[src/rtl/lsu_pkg.sv]
// +----------------------------------------------------------------------+
// | lsu_pkg -- funct3 codes, FSM states and request legality check.      |
// | Rev 1.0                                                              |
// +----------------------------------------------------------------------+
`default_nettype none

package lsu_pkg;

  typedef enum logic [2:0] {
    F3_LB  = 3'b000,
    F3_LH  = 3'b001,
    F3_LW  = 3'b010,
    F3_LBU = 3'b100,
    F3_LHU = 3'b101
  } funct3_e;

  // Stores share the size codes of the signed loads.
  localparam funct3_e F3_SB = F3_LB;
  localparam funct3_e F3_SH = F3_LH;
  localparam funct3_e F3_SW = F3_LW;

  typedef enum logic [1:0] {
    ST_IDLE  = 2'd0,
    ST_READ  = 2'd1,
    ST_WRITE = 2'd2,
    ST_DONE  = 2'd3
  } state_e;

  function automatic logic lsu_illegal(input logic we, input logic [2:0] f3,
                                       input logic [1:0] off);
    logic bad;
    bad = 1'b0;
    case (f3)
      F3_LB:   bad = 1'b0;
      F3_LH:   bad = off[0];
      F3_LW:   bad = (off != 2'b00);
      F3_LBU:  bad = we;
      F3_LHU:  bad = we | off[0];
      default: bad = 1'b1;
    endcase
    return bad;
  endfunction

endpackage

`default_nettype wire

[src/rtl/lsu_lane_align.sv]
// +----------------------------------------------------------------------+
// | lsu_lane_align -- load lane extract/extend and store lane merge.     |
// | Rev 1.0                                                              |
// +----------------------------------------------------------------------+
`default_nettype none

module lsu_lane_align
  import lsu_pkg::*;
(
  input  logic [2:0]  funct3,
  input  logic [1:0]  byte_off,
  input  logic [31:0] rd_word,
  input  logic [31:0] st_data,
  output logic [31:0] ld_data,
  output logic [31:0] st_word
);

  logic [7:0]  byte_sel;
  logic [15:0] half_sel;
  logic [4:0]  bit_off;

  always_comb begin
    bit_off  = {byte_off, 3'b000};
    byte_sel = rd_word[bit_off +: 8];
    half_sel = byte_off[1] ? rd_word[31:16] : rd_word[15:0];
    ld_data  = '0;
    st_word  = rd_word;
    case (funct3)
      F3_LB: begin
        ld_data = {{24{byte_sel[7]}}, byte_sel};
        st_word[bit_off +: 8] = st_data[7:0];
      end
      F3_LH: begin
        ld_data = {{16{half_sel[15]}}, half_sel};
        if (byte_off[1]) st_word[31:16] = st_data[15:0];
        else             st_word[15:0]  = st_data[15:0];
      end
      F3_LW: begin
        ld_data = rd_word;
        st_word = st_data;
      end
      F3_LBU:  ld_data = {24'h0, byte_sel};
      F3_LHU:  ld_data = {16'h0, half_sel};
      default: ld_data = '0;
    endcase
  end

endmodule

`default_nettype wire

[src/rtl/load_store_unit.sv]
// +----------------------------------------------------------------------+
// | load_store_unit -- single-request RV32I load/store FSM to word RAM.  |
// | Rev 1.0                                                              |
// +----------------------------------------------------------------------+
`default_nettype none

module load_store_unit
  import lsu_pkg::*;
#(
  parameter int L = 128,
  parameter int W = 32
) (
  input  logic                 clk,
  input  logic                 rst,
  input  logic                 req_valid,
  output logic                 req_ready,
  input  logic                 req_we,
  input  logic [2:0]           req_funct3,
  input  logic [31:0]          req_addr,
  input  logic [W-1:0]         req_wdata,
  output logic                 resp_valid,
  output logic [W-1:0]         resp_rdata,
  output logic                 resp_err,
  output logic [$clog2(L)-1:0] mem_addr,
  output logic                 mem_wr_ena,
  output logic [W-1:0]         mem_wr_data,
  input  logic [W-1:0]         mem_rd_data
);

  localparam int AW = $clog2(L);

  state_e         state_q, state_d;
  logic           we_q, we_d;
  logic [2:0]     funct3_q, funct3_d;
  logic [AW+1:0]  addr_q, addr_d;
  logic [W-1:0]   wdata_q, wdata_d;
  logic [W-1:0]   rdata_q, rdata_d;
  logic           err_q, err_d;
  logic           req_err;
  logic [W-1:0]   ld_data;
  logic [W-1:0]   st_word;

  // Range error: any address bit beyond the RAM byte span.
  always_comb begin
    req_err = lsu_illegal(req_we, req_funct3, req_addr[1:0])
              || (req_addr[31:AW+2] != '0);
  end

  always_comb begin
    state_d  = state_q;
    we_d     = we_q;
    funct3_d = funct3_q;
    addr_d   = addr_q;
    wdata_d  = wdata_q;
    rdata_d  = rdata_q;
    err_d    = err_q;
    case (state_q)
      ST_IDLE: begin
        if (req_valid) begin
          we_d     = req_we;
          funct3_d = req_funct3;
          addr_d   = req_addr[AW+1:0];
          wdata_d  = req_wdata;
          err_d    = req_err;
          state_d  = req_err ? ST_DONE : ST_READ;
        end
      end
      ST_READ: begin
        rdata_d = mem_rd_data;
        state_d = we_q ? ST_WRITE : ST_DONE;
      end
      ST_WRITE: state_d = ST_DONE;
      ST_DONE:  state_d = ST_IDLE;
      default:  state_d = ST_IDLE;
    endcase
  end

  always_ff @(posedge clk or negedge rst) begin
    if (!rst) begin
      state_q  <= ST_IDLE;
      we_q     <= 1'b0;
      funct3_q <= '0;
      addr_q   <= '0;
      wdata_q  <= '0;
      rdata_q  <= '0;
      err_q    <= 1'b0;
    end else begin
      state_q  <= state_d;
      we_q     <= we_d;
      funct3_q <= funct3_d;
      addr_q   <= addr_d;
      wdata_q  <= wdata_d;
      rdata_q  <= rdata_d;
      err_q    <= err_d;
    end
  end

  lsu_lane_align u_align (
    .funct3   (funct3_q),
    .byte_off (addr_q[1:0]),
    .rd_word  (rdata_q),
    .st_data  (wdata_q),
    .ld_data  (ld_data),
    .st_word  (st_word)
  );

  always_comb begin
    req_ready   = (state_q == ST_IDLE);
    resp_valid  = (state_q == ST_DONE);
    resp_err    = (state_q == ST_DONE) && err_q;
    resp_rdata  = ((state_q == ST_DONE) && !err_q && !we_q) ? ld_data : '0;
    mem_addr    = (state_q == ST_IDLE) ? '0 : addr_q[AW+1:2];
    mem_wr_ena  = (state_q == ST_WRITE);
    mem_wr_data = (state_q == ST_WRITE) ? st_word : '0;
  end

endmodule

`default_nettype wire

[config.mk]
export PLATFORM = sky130hd
export DESIGN_NAME = load_store_unit
export DESIGN_NICKNAME = d
export VERILOG_FILES = /design/src/rtl/lsu_pkg.sv /design/src/rtl/lsu_lane_align.sv /design/src/rtl/load_store_unit.sv
export SDC_FILE = /design/constraint.sdc
export NUM_CORES = 1
export LEC_CHECK = 0
export BUFFER_PORTS_ARGS = -buffer_cell sky130_fd_sc_hd__buf_2
export CORE_MARGIN = 3
export CORE_UTILIZATION = 45
export CTS_CLUSTER_SIZE = 40
export DETAILED_ROUTE_END_ITERATION = 8
export HOLD_SLACK_MARGIN = 0.02
export MAX_ROUTING_LAYER = met4
export PLACE_DENSITY = 0.74
export SLEW_MARGIN = 0
export SYNTH_ARGS = -nofsm -noshare
export SYNTH_HDL_FRONTEND = slang
export SYNTH_SLANG_ARGS = --single-unit
export TNS_END_PERCENT = 10
[constraint.sdc]
create_clock -name clk -period 1.8 [get_ports clk]
set_input_delay 0.27 -clock clk [delete_from_list [all_inputs] [get_ports clk]]
set_output_delay 0.27 -clock clk [all_outputs]
set_load 0.02 [all_outputs]
After elaboration in Yosys (flattened, before gate mapping). Cells that the tools add are included.

Logic and storage cells: 50. Input port bits: 103. Output and inout bits: 75. Register bits: 80.

Add/subtract/negate cells: 1. Reductions and logical operators: 12. Shifts and indexed selects: 3. Bitwise operators: 1. Mux-type cells: 14. Equality and inequality tests: 12.

Operators with widths (count): case mux 32 bit (5 select lines) (1); case mux 32 bit (3 select lines) (1); two-way mux 32 bit (2); two-way mux 16 bit (3); bitwise mux 32 bit (1); variable shift 8 x 7 -> 32 bit, first input constant (1); variable part select 32 x 6 -> 8 bit (1); variable part select 8 x 7 -> 32 bit (1); nonzero test 23 bit (1); equality test 3 bit, second input constant (4); case mux 2 bit (4 select lines) (1); two-way mux 7 bit (1); negator 5 -> 7 bit (1); equality test 3 x 1 -> 1 bit, second input constant (2); equality test 3 x 2 -> 1 bit, second input constant (2); zero test 3 bit (2); case mux 1 bit (5 select lines) (1); equality test 2 bit, second input constant (2); two-way mux 2 bit (2); logical AND 1 bit (3); equality test 2 x 1 -> 1 bit, second input constant (1); zero test 1 bit (2); zero test 2 bit (1); inequality test 2 bit, second input constant (1); other kinds (5) (5).

Longest topological paths before layout. Gate-level depths: netlist (run 1).

Depth after elaboration: 6. Gate-level depth with buffers: 8. Depth with buffers taken out: 6.

Cells and area by module. From an unflattened synthesis (run 1), not the netlist that was laid out.

Cell total of the unflattened synthesis: 517. Area, all modules: 5494.0 um^2.

Modules (own cells, without submodules): load_store_unit (area an instance 3784.9 um^2, cells an instance 278, instances 1, sequential area each 2001.9 um^2); lsu_lane_align (area an instance 1709.1 um^2, cells an instance 239, instances 1, sequential area each 0.0 um^2).

Least setup slack after synthesis (run 1). OpenSTA, ideal clock, no wires.

Path type: reg-to-output. Start point: register state_q[0]. End point: output port resp_rdata[30]. Arrival time: 1890 ps. Setup slack: -360 ps. Data required time: 1530 ps. Path buffers: 2. Stages on the path, launching flop included: 7. Cells stage by stage: dfrtp_1 -> ha_1 -> nand3_1 -> or2_1 -> clkbuf_1 -> buf_2 -> a21oi_1.

Word-level cells in the longest chain between the ends: 4.

Ends and longest elaborated chain: start: declaration (line load_store_unit.sv:32) `state_e state_q, state_d;`; start signal: assignment (line load_store_unit.sv:88) `state_q <= state_d;`; equality test 2 bit; named net resp_valid (line load_store_unit.sv:21) `output logic resp_valid,`; logical AND 1 bit (2 in series) (line load_store_unit.sv:111) `resp_rdata = ((state_q == ST_DONE) && !err_q && !we_q) ? ld_data : '0;`; two-way mux 32 bit (line load_store_unit.sv:111); end: declaration (line load_store_unit.sv:22) `output logic [W-1:0] resp_rdata,`.

The timed path passes the listed nets, and every way through them passes these cells.

Worst setup path after layout (run 1).
Start point: register funct3_q[0]. End point: output port mem_wr_data[10].

Word-level cells in the longest chain between the ends: 3. Elaborated cells on any way between the ends: 5. Those cells by class: eq/ne: 2; mux: 2; reduce/logical: 1.

Ends and longest elaborated chain: start: declaration (line load_store_unit.sv:34) `logic [2:0] funct3_q, funct3_d;`; start signal: assignment (line load_store_unit.sv:90) `funct3_q <= funct3_d;`; equality test 3 x 2 -> 1 bit (tied with other cells) (line lsu_lane_align.sv:28) `case (funct3)`; case mux 32 bit (3 select lines) * (line lsu_lane_align.sv:28); two-way mux 32 bit * (line load_store_unit.sv:114) `mem_wr_data = (state_q == ST_WRITE) ? st_word : '0;`; end: declaration (line load_store_unit.sv:26) `output logic [W-1:0] mem_wr_data,`.

Mark *: on every way between the ends. The rest lies on a longest branch, timed or not.

==> run summary, run 1 <==
Synth area leader -> dfrtp_1
post-route setup slack -> -562.4 ps
input/output buffers -> 177
Max Slew Vio Count -> 0
pwr/cell area -> 1927 nW/um2
Slew @ Worst Pin -> 395.1 ps
Initial DRT Pass Iterations -> 8
Syn Inst Count -> 433
GRT overflow -> 0
Seq cells post-synth -> 80
first-pass GRT wire length -> 25.43 mm
Post-synth EDFFs -> 0
Crit Path Max Fanout -> 13
diodes inserted -> 0
floorplan row count -> 36
Synth Cell Area -> 4697 um2
ratio of final minimum period to clock period -> 1.312
reg2reg start -> state_q[1]
Die Y -> 108.2 um
DRC viols -> 0
CP startpoint kind -> flop
die width -> 108.2 um
ys async rst share -> 1.000
core box area -> 9955 um2
Clock Path Buffers -> 2
NetSw -> 6.022 mW
Crit Path Class -> flop to primary output
Synth Flop Type -> dfrtp_1
critical path capture point type -> primary output
CTS tree -> done
Layout Utilization -> 0.7119
Seq/Total Area, Yosys -> 0.4262
reg-to-reg endpoint -> wdata_q[1]
Post-Syn Nets -> 545
area share of the largest cell type after synthesis -> 0.4262
synth warn -> 0
sequential power share -> 0.274
Hold WC Path Type -> primary input to flop
multiplexer area fraction after synthesis -> 0.2009
Worst R2R Path Depth -> 6
status -> finished with violations
Clock power frac -> 0.087
share of cells above drive strength 1 -> 0.6211
synth top area cells -> dfrtp_1 (43%), mux2_2 (19%), a221o_1 (4.7%)
vias -> 4634
Hold Slack -> 112.8 ps
Tmin final -> 2362 ps
Internal -> 7.637 mW
Layout area overhead -> 50.88%
vias in the first global route -> 4690
final-report hold violation count -> 0
Yosys cell types -> 51
die area -> 11700 um2
CTS clock-pin slew for the worst setup and hold paths -> 90 ps
Synth Area in Compound Gates -> 0.1854
dpl hpwl -> 12.19 mm
DP Area -> 6295 um2
Clock Skews -> 12.36 ps
most frequent cells after synthesis -> dfrtp_1 (80), mux2_2 (80), nand2_1 (27)
clk sink count -> 80
worst hold endpoint -> wdata_q[7]
initial antenna violation count -> 0
flop-to-flop setup slack -> 90 ps
Slew HR -> 0.7366
Pwr Total -> 13.66 mW
routed wire length -> 16.34 mm
CTS root buf -> clkbuf_8
Final GP Congestion -> 1.034
Routed WL per cell -> 20.27 um
Vias/cell -> 5.749
number of max-cap violations -> 0
Worst Path Arrival -> 2090 ps
Post-Synth Adder-Cell Area -> 0.02397
FMAX -> 423.3 MHz
required time of the critical path -> 1530 ps
H-tree depth -> 3
simple-gate area share of the yosys netlist -> 0.1255
Boundary Pins -> 178
largest net degree at the start of global routing -> 39
Worst VDD drop -> 1084 uV
nets -> 780
number of buffers created by CTS -> 9
Leakage -> 3.176 nW
hold_sp -> req_wdata[7]
syn avg cell area -> 10.85 um2
failing checks -> setup timing
Initial Util -> 0.4718
fillers -> 701
sw frac -> 0.4409
RSZ-0062 raised after global routing -> true
hold depth -> 3
Worst-Skew Late Latency -> 360 ps
Post-Layout Inst Area -> 7087 um2
Final Setup Violations -> 64
combinational power share -> 0.639
post-detailed-route count of antenna-violating nets -> 0
combinational family with the most area after synthesis -> multiplexers
post-synthesis xor/xnor area fraction -> 0
initial DRC count -> 389
GR Util All Layers -> 0.2911
==> power by group through the flow <==
stage / Clock (mW) / Sequential, mW / Combinational, mW
after floorplan: 0 / 3.35 / 4.86
after global placement: 0 / 3.66 / 7.15
after detailed placement: 0 / 3.68 / 7.25
after CTS: 1.20 / 3.67 / 8.47
after global routing: 1.30 / 3.83 / 9.29
final: 1.19 / 3.74 / 8.73
==> critical path: stages (launching register included) <==
cell and delay [ps]:
dfrtp_1 420, buf_8 170, buf_4 140, o21bai_1 190
a21oi_4 190, nor2b_4 80, a221o_1 360, buf_2 180
==> kinds of logic after synthesis <==
logic type	after synthesis
AOI/OAI and AO/OA	112
and+or+nand+nor	112
muxes	83
DFF	80
buffers and inverters	37
adders and majority gates	9
==> sequential cells by signal, summed over array words and instances (netlist names) <==
name / cells
rdata_q: 32
wdata_q: 32
we_q: 1
err_q: 1
state_q: 2
addr_q: 9
funct3_q: 3
==> placed cells by master, fill, tap and decap left out, types with 3 or more instances in the layout <==
cell      netlist  routed
nor2b_4         0       4
clkbuf_8        0       9
nor2b_2         0       4
dfrtp_1        80      76
nor2b_1        12       4
a222oi_1        7       7
nor4_1          6       6
mux2_2         80      80
ha_4            0       4
a21oi_2        10      14
buf_6           1      35
nand3_1         4       3
o21ai_0         9       9
buf_12          1       7
nand2_1        27      26
dfrtp_2         0       4
inv_1           7       3
a21oi_1        22       6
a21oi_4         1      13
ha_1            9       3
o21bai_1        4       4
a221o_1        22      22
buf_2          13     131
buf_4           0      77
nor2_1         24      24
a22o_1          8       8
inv_4           0       3
a22oi_1        15      15
nor3_4          0       3
and2_1         17      16
==> per-layer routing <==
| metal | track usage | vias to the layer above | wire [um] |
|---|---|---|---|
| li1 | - | 2105 | - |
| met1 | 0.3952 | 2274 | 6943 |
| met2 | 0.4547 | 206 | 7899 |
| met3 | 0.03582 | 49 | 976 |
| met4 | 0.09919 | 0 | 519 |
| met5 | - | - | 0 |
==> metrics by stage <==
| step | setup WS (ps) | TNS [ps] | cells |
|---|---|---|---|
| after CTS | -552.8 | -30820 | 804 |
| after global routing | -630.6 | -36790 | 806 |
| after floorplan | -106.4 | -4897 | 433 |
| after detailed placement | -400.9 | -13690 | 773 |
| after global placement | -383.5 | -12810 | 773 |
| final | -562.4 | -31970 | 806 |
==> layout make-up <==
class | instances | area [um2] | share of cell area
Clock buffer | 11 | 131.4 | 0.01854
Clock inverter | 5 | 33.78 | 0.004767
Inverter | 7 | 33.78 | 0.004767
Multi-Input combinational cell | 316 | 2879 | 0.4062
Sequential cell | 80 | 2007 | 0.2832
Tap cell | 133 | 166.4 | 0.02348
Timing Repair Buffer | 254 | 1836 | 0.2590
==> worst max-delay path by stage <==
stage,slack [ps],startpoint,end
floorplan,-110,addr_q[0],resp_rdata[20]
finish,-560,funct3_q[0],mem_wr_data[10]
global placement,-380,addr_q[1],mem_wr_data[31]
global route,-630,funct3_q[0],mem_wr_data[10]
detailed placement,-400,addr_q[1],mem_wr_data[31]
CTS,-550,addr_q[0],resp_rdata[31]
==> repair_timing <==
action | CTS | global route
cloned | 1 | 0
setup buffers | 14 | 3
endpoints found under the hold margin | 26 | 0
resized for setup | 110 | 25
pin swaps | 13 | 16
hold buffers | 1 | 0
endpoints found under the setup margin | 72 | 71
(Power assumes the default switching activity.)
==> run 2, diff against run 1 <==
--- a/config.mk
+++ b/config.mk
@@ -13,6 +13,7 @@
 export HOLD_SLACK_MARGIN = 0.02
 export MAX_ROUTING_LAYER = met4
 export PLACE_DENSITY = 0.74
+export RECOVER_POWER = 50
 export SLEW_MARGIN = 0
 export SYNTH_ARGS = -nofsm -noshare
 export SYNTH_HDL_FRONTEND = slang
==> run 2 against run 1 <==
The flow still finishes with violations (setup timing). Core utilization fell by 0.28 points. Cell count did not move. Clock power hardly changed. Sequential power about the same. Sequential share of layout area up 0.11 points. Global-route usage unchanged. First-iteration DRC count grew 2.3%. Largest cell class unchanged. Largest power group unchanged. Highest routed layer unchanged.
==> run summary, run 2 (same netlist as run 1, synthesis figures left out) <==
initial antenna violation count -> 0 (unchanged)
H-tree depth -> 3 (unchanged)
CP startpoint kind -> flop (unchanged)
flop-to-flop setup slack -> -140 ps (was 90 ps)
RSZ-0062 raised after global routing -> true (unchanged)
first-pass GRT wire length -> 25.43 mm (unchanged)
most common cell after layout, fill and taps aside -> buf_2 (unchanged)
Hold WC Path Type -> primary input to flop (unchanged)
Max Slew Vio Count -> 0 (unchanged)
ratio of final minimum period to clock period -> 1.313 (was 1.312)
Setup Slack @ Placement -> -400.9 ps (unchanged)
die area -> 11700 um2 (unchanged)
Crit Path Max Fanout -> 13 (unchanged)
failing checks -> setup timing (unchanged)
routed wire length -> 16.32 mm (was 16.34 mm)
post-route setup slack -> -563.7 ps (was -562.4 ps)
final-report hold violation count -> 0 (unchanged)
slowest cell delay on critical path -> 420 ps (about the same)
Hold Slack -> 111.2 ps (was 112.8 ps)
Final Setup Violations -> 94 (was 64)
number of max-cap violations -> 0 (unchanged)
Initial DRT Pass Iterations -> 6 (was 8)
NetSw -> 6.017 mW (was 6.022 mW)
core box area -> 9955 um2 (unchanged)
sw frac -> 0.4413 (was 0.4409)
Worst R2R Path Depth -> 6 (unchanged)
Vias/cell -> 5.720 (was 5.749)
Clock power frac -> 0.088 (was 0.087)
Largest regs -> rdata_q (32), wdata_q (32), addr_q (9) (unchanged)
FMAX -> 423.1 MHz (was 423.3 MHz)
Crit Path Class -> flop to primary output (unchanged)
input/output buffers -> 177 (unchanged)
CTS tree -> done (unchanged)
status -> finished with violations (unchanged)
critical path capture point type -> primary output (unchanged)
GR Util All Layers -> 0.2911 (unchanged)
Routed WL per cell -> 20.25 um (was 20.27 um)
Largest delay share family, worst path -> compound AO/OA/AOI/OAI gates (unchanged)
Boundary Pins -> 178 (unchanged)
Clock Skews -> 9.608 ps (was 12.36 ps)
Slew @ Worst Pin -> 750.8 ps (was 395.1 ps)
required time of the critical path -> 1530 ps (about the same)
number of buffers created by CTS -> 9 (unchanged)
post-detailed-route count of antenna-violating nets -> 0 (unchanged)
Post-Layout Inst Area -> 7059 um2 (was 7087 um2)
Worst-Skew Late Latency -> 360 ps (about the same)
Layout area overhead -> 50.29% (was 50.88%)
diodes inserted -> 0 (unchanged)
fillers -> 707 (was 701)
share of cells above drive strength 1 -> 0.6196 (was 0.6211)
nets -> 780 (unchanged)
Clock Path Buffers -> 2 (unchanged)
largest net degree at the start of global routing -> 39 (unchanged)
Worst path slowest cell -> dfrtp_1 (unchanged)
critical path, cell by cell -> buf_8 -> buf_4 -> o21bai_1 -> a21oi_4 -> nor2b_4 -> a221o_1 -> buf_2 (unchanged)
hold depth -> 3 (unchanged)
Worst Path Arrival -> 2090 ps (about the same)
Initial Util -> 0.4718 (unchanged)
CTS root buf -> clkbuf_8 (unchanged)
Leakage -> 3.166 nW (was 3.176 nW)
TNS Setup -> -36180 ps (was -31970 ps)
sequential power share -> 0.274 (about the same)
clk sink count -> 80 (unchanged)
Die Y -> 108.2 um (unchanged)
Final GP Congestion -> 1.034 (unchanged)
Worst VDD drop -> 1085 uV (was 1084 uV)
Slew HR -> 0.4995 (was 0.7366)
floorplan row count -> 36 (unchanged)
combinational power share -> 0.639 (about the same)
Critical Path Stages -> 7 (unchanged)
vias -> 4610 (was 4634)
GRT overflow -> 0 (unchanged)
Layout Utilization -> 0.7092 (was 0.7119)
initial DRC count -> 398 (was 389)
DRC viols -> 0 (unchanged)
DP Area -> 6295 um2 (unchanged)
Internal -> 7.619 mW (was 7.637 mW)
vias in the first global route -> 4690 (unchanged)
dpl hpwl -> 12.19 mm (unchanged)
CTS clock-pin slew for the worst setup and hold paths -> 90 ps (about the same)
WP buf/inv -> 3 (unchanged)
Tmin final -> 2364 ps (was 2362 ps)
commonest non-fill, non-tap cells in the layout -> buf_2 (131), mux2_2 (80), dfrtp_1 (76) (was buf_2 (131), mux2_2 (80), buf_4 (77))
pwr/cell area -> 1932 nW/um2 (was 1927 nW/um2)
die width -> 108.2 um (unchanged)
==> run 2: cell types whose count changed in the layout (fill, tap and decap cells not counted), sizes merged <==
cell    previous run  this run
buf              253       250
clkbuf            11        14
==> run 2: power by group through the flow <==
| stage | registers [mW] | clock network (mW) | logic [mW] |
|---|---|---|---|
| 2_1_floorplan | 3.35 | 0 | 4.86 |
| 3_3_place_gp | 3.66 | 0 | 7.15 |
| 3_5_place_dp | 3.68 | 0 | 7.25 |
| 4_1_cts | 3.67 | 1.20 | 8.47 |
| 5_1_grt | 3.83 | 1.30 | 9.26 |
| 6_report | 3.73 | 1.20 | 8.71 |
==> run 2: path summary, 6_finish.rpt <==
| path | from | end |
|---|---|---|
| max | funct3_q[0] | mem_wr_data[10] |
| min reg2reg | addr_q[4] | addr_q[4] |
| min in group asynchronous | rst | addr_q[2] |
| max reg2reg | state_q[1] | wdata_q[11] |
| max in group asynchronous | rst | wdata_q[12] |
| min | req_wdata[7] | wdata_q[7] |
==> run 2: tightest hold or removal path: stages <==
cell,delay [ps]
buf_2,70
nand2_1,40
o21ai_0,60
==> run 2: area by class of cell <==
cell class	count	area (um2)	area share
clock buffers	11	131.4	0.01861
clock inverters	5	33.78	0.004786
inverters	7	33.78	0.004786
multi-input cells	316	2878	0.4077
flip-flops and latches	80	2007	0.2843
well taps	133	166.4	0.02357
repair buffers	254	1809	0.2563
==> run 2: per-stage QoR <==
stage | std cells | power (mW)
6_report | 806 | 13.64
5_1_grt | 806 | 14.40
4_1_cts | 804 | 13.34
3_5_place_dp | 773 | 10.93
3_3_place_gp | 773 | 10.81
2_1_floorplan | 433 | 8.212
==> run 2: routing by layer <==
layer | wire (um) | vias up | track usage
met4 | 509 | 0 | 0.09919
met2 | 7821 | 213 | 0.4547
met1 | 6986 | 2246 | 0.3952
met5 | 0 | - | -
li1 | - | 2101 | -
met3 | 1006 | 50 | 0.03582
==> run 2: repair_timing <==
action | in CTS | in global routing
gates resized for setup | 110 | 25
setup buffers | 14 | 3
cloned | 1 | 0
hold endpoints to repair | 26 | 0
pin swaps | 13 | 16
hold buffers | 1 | 0
endpoints found under the setup margin | 72 | 71
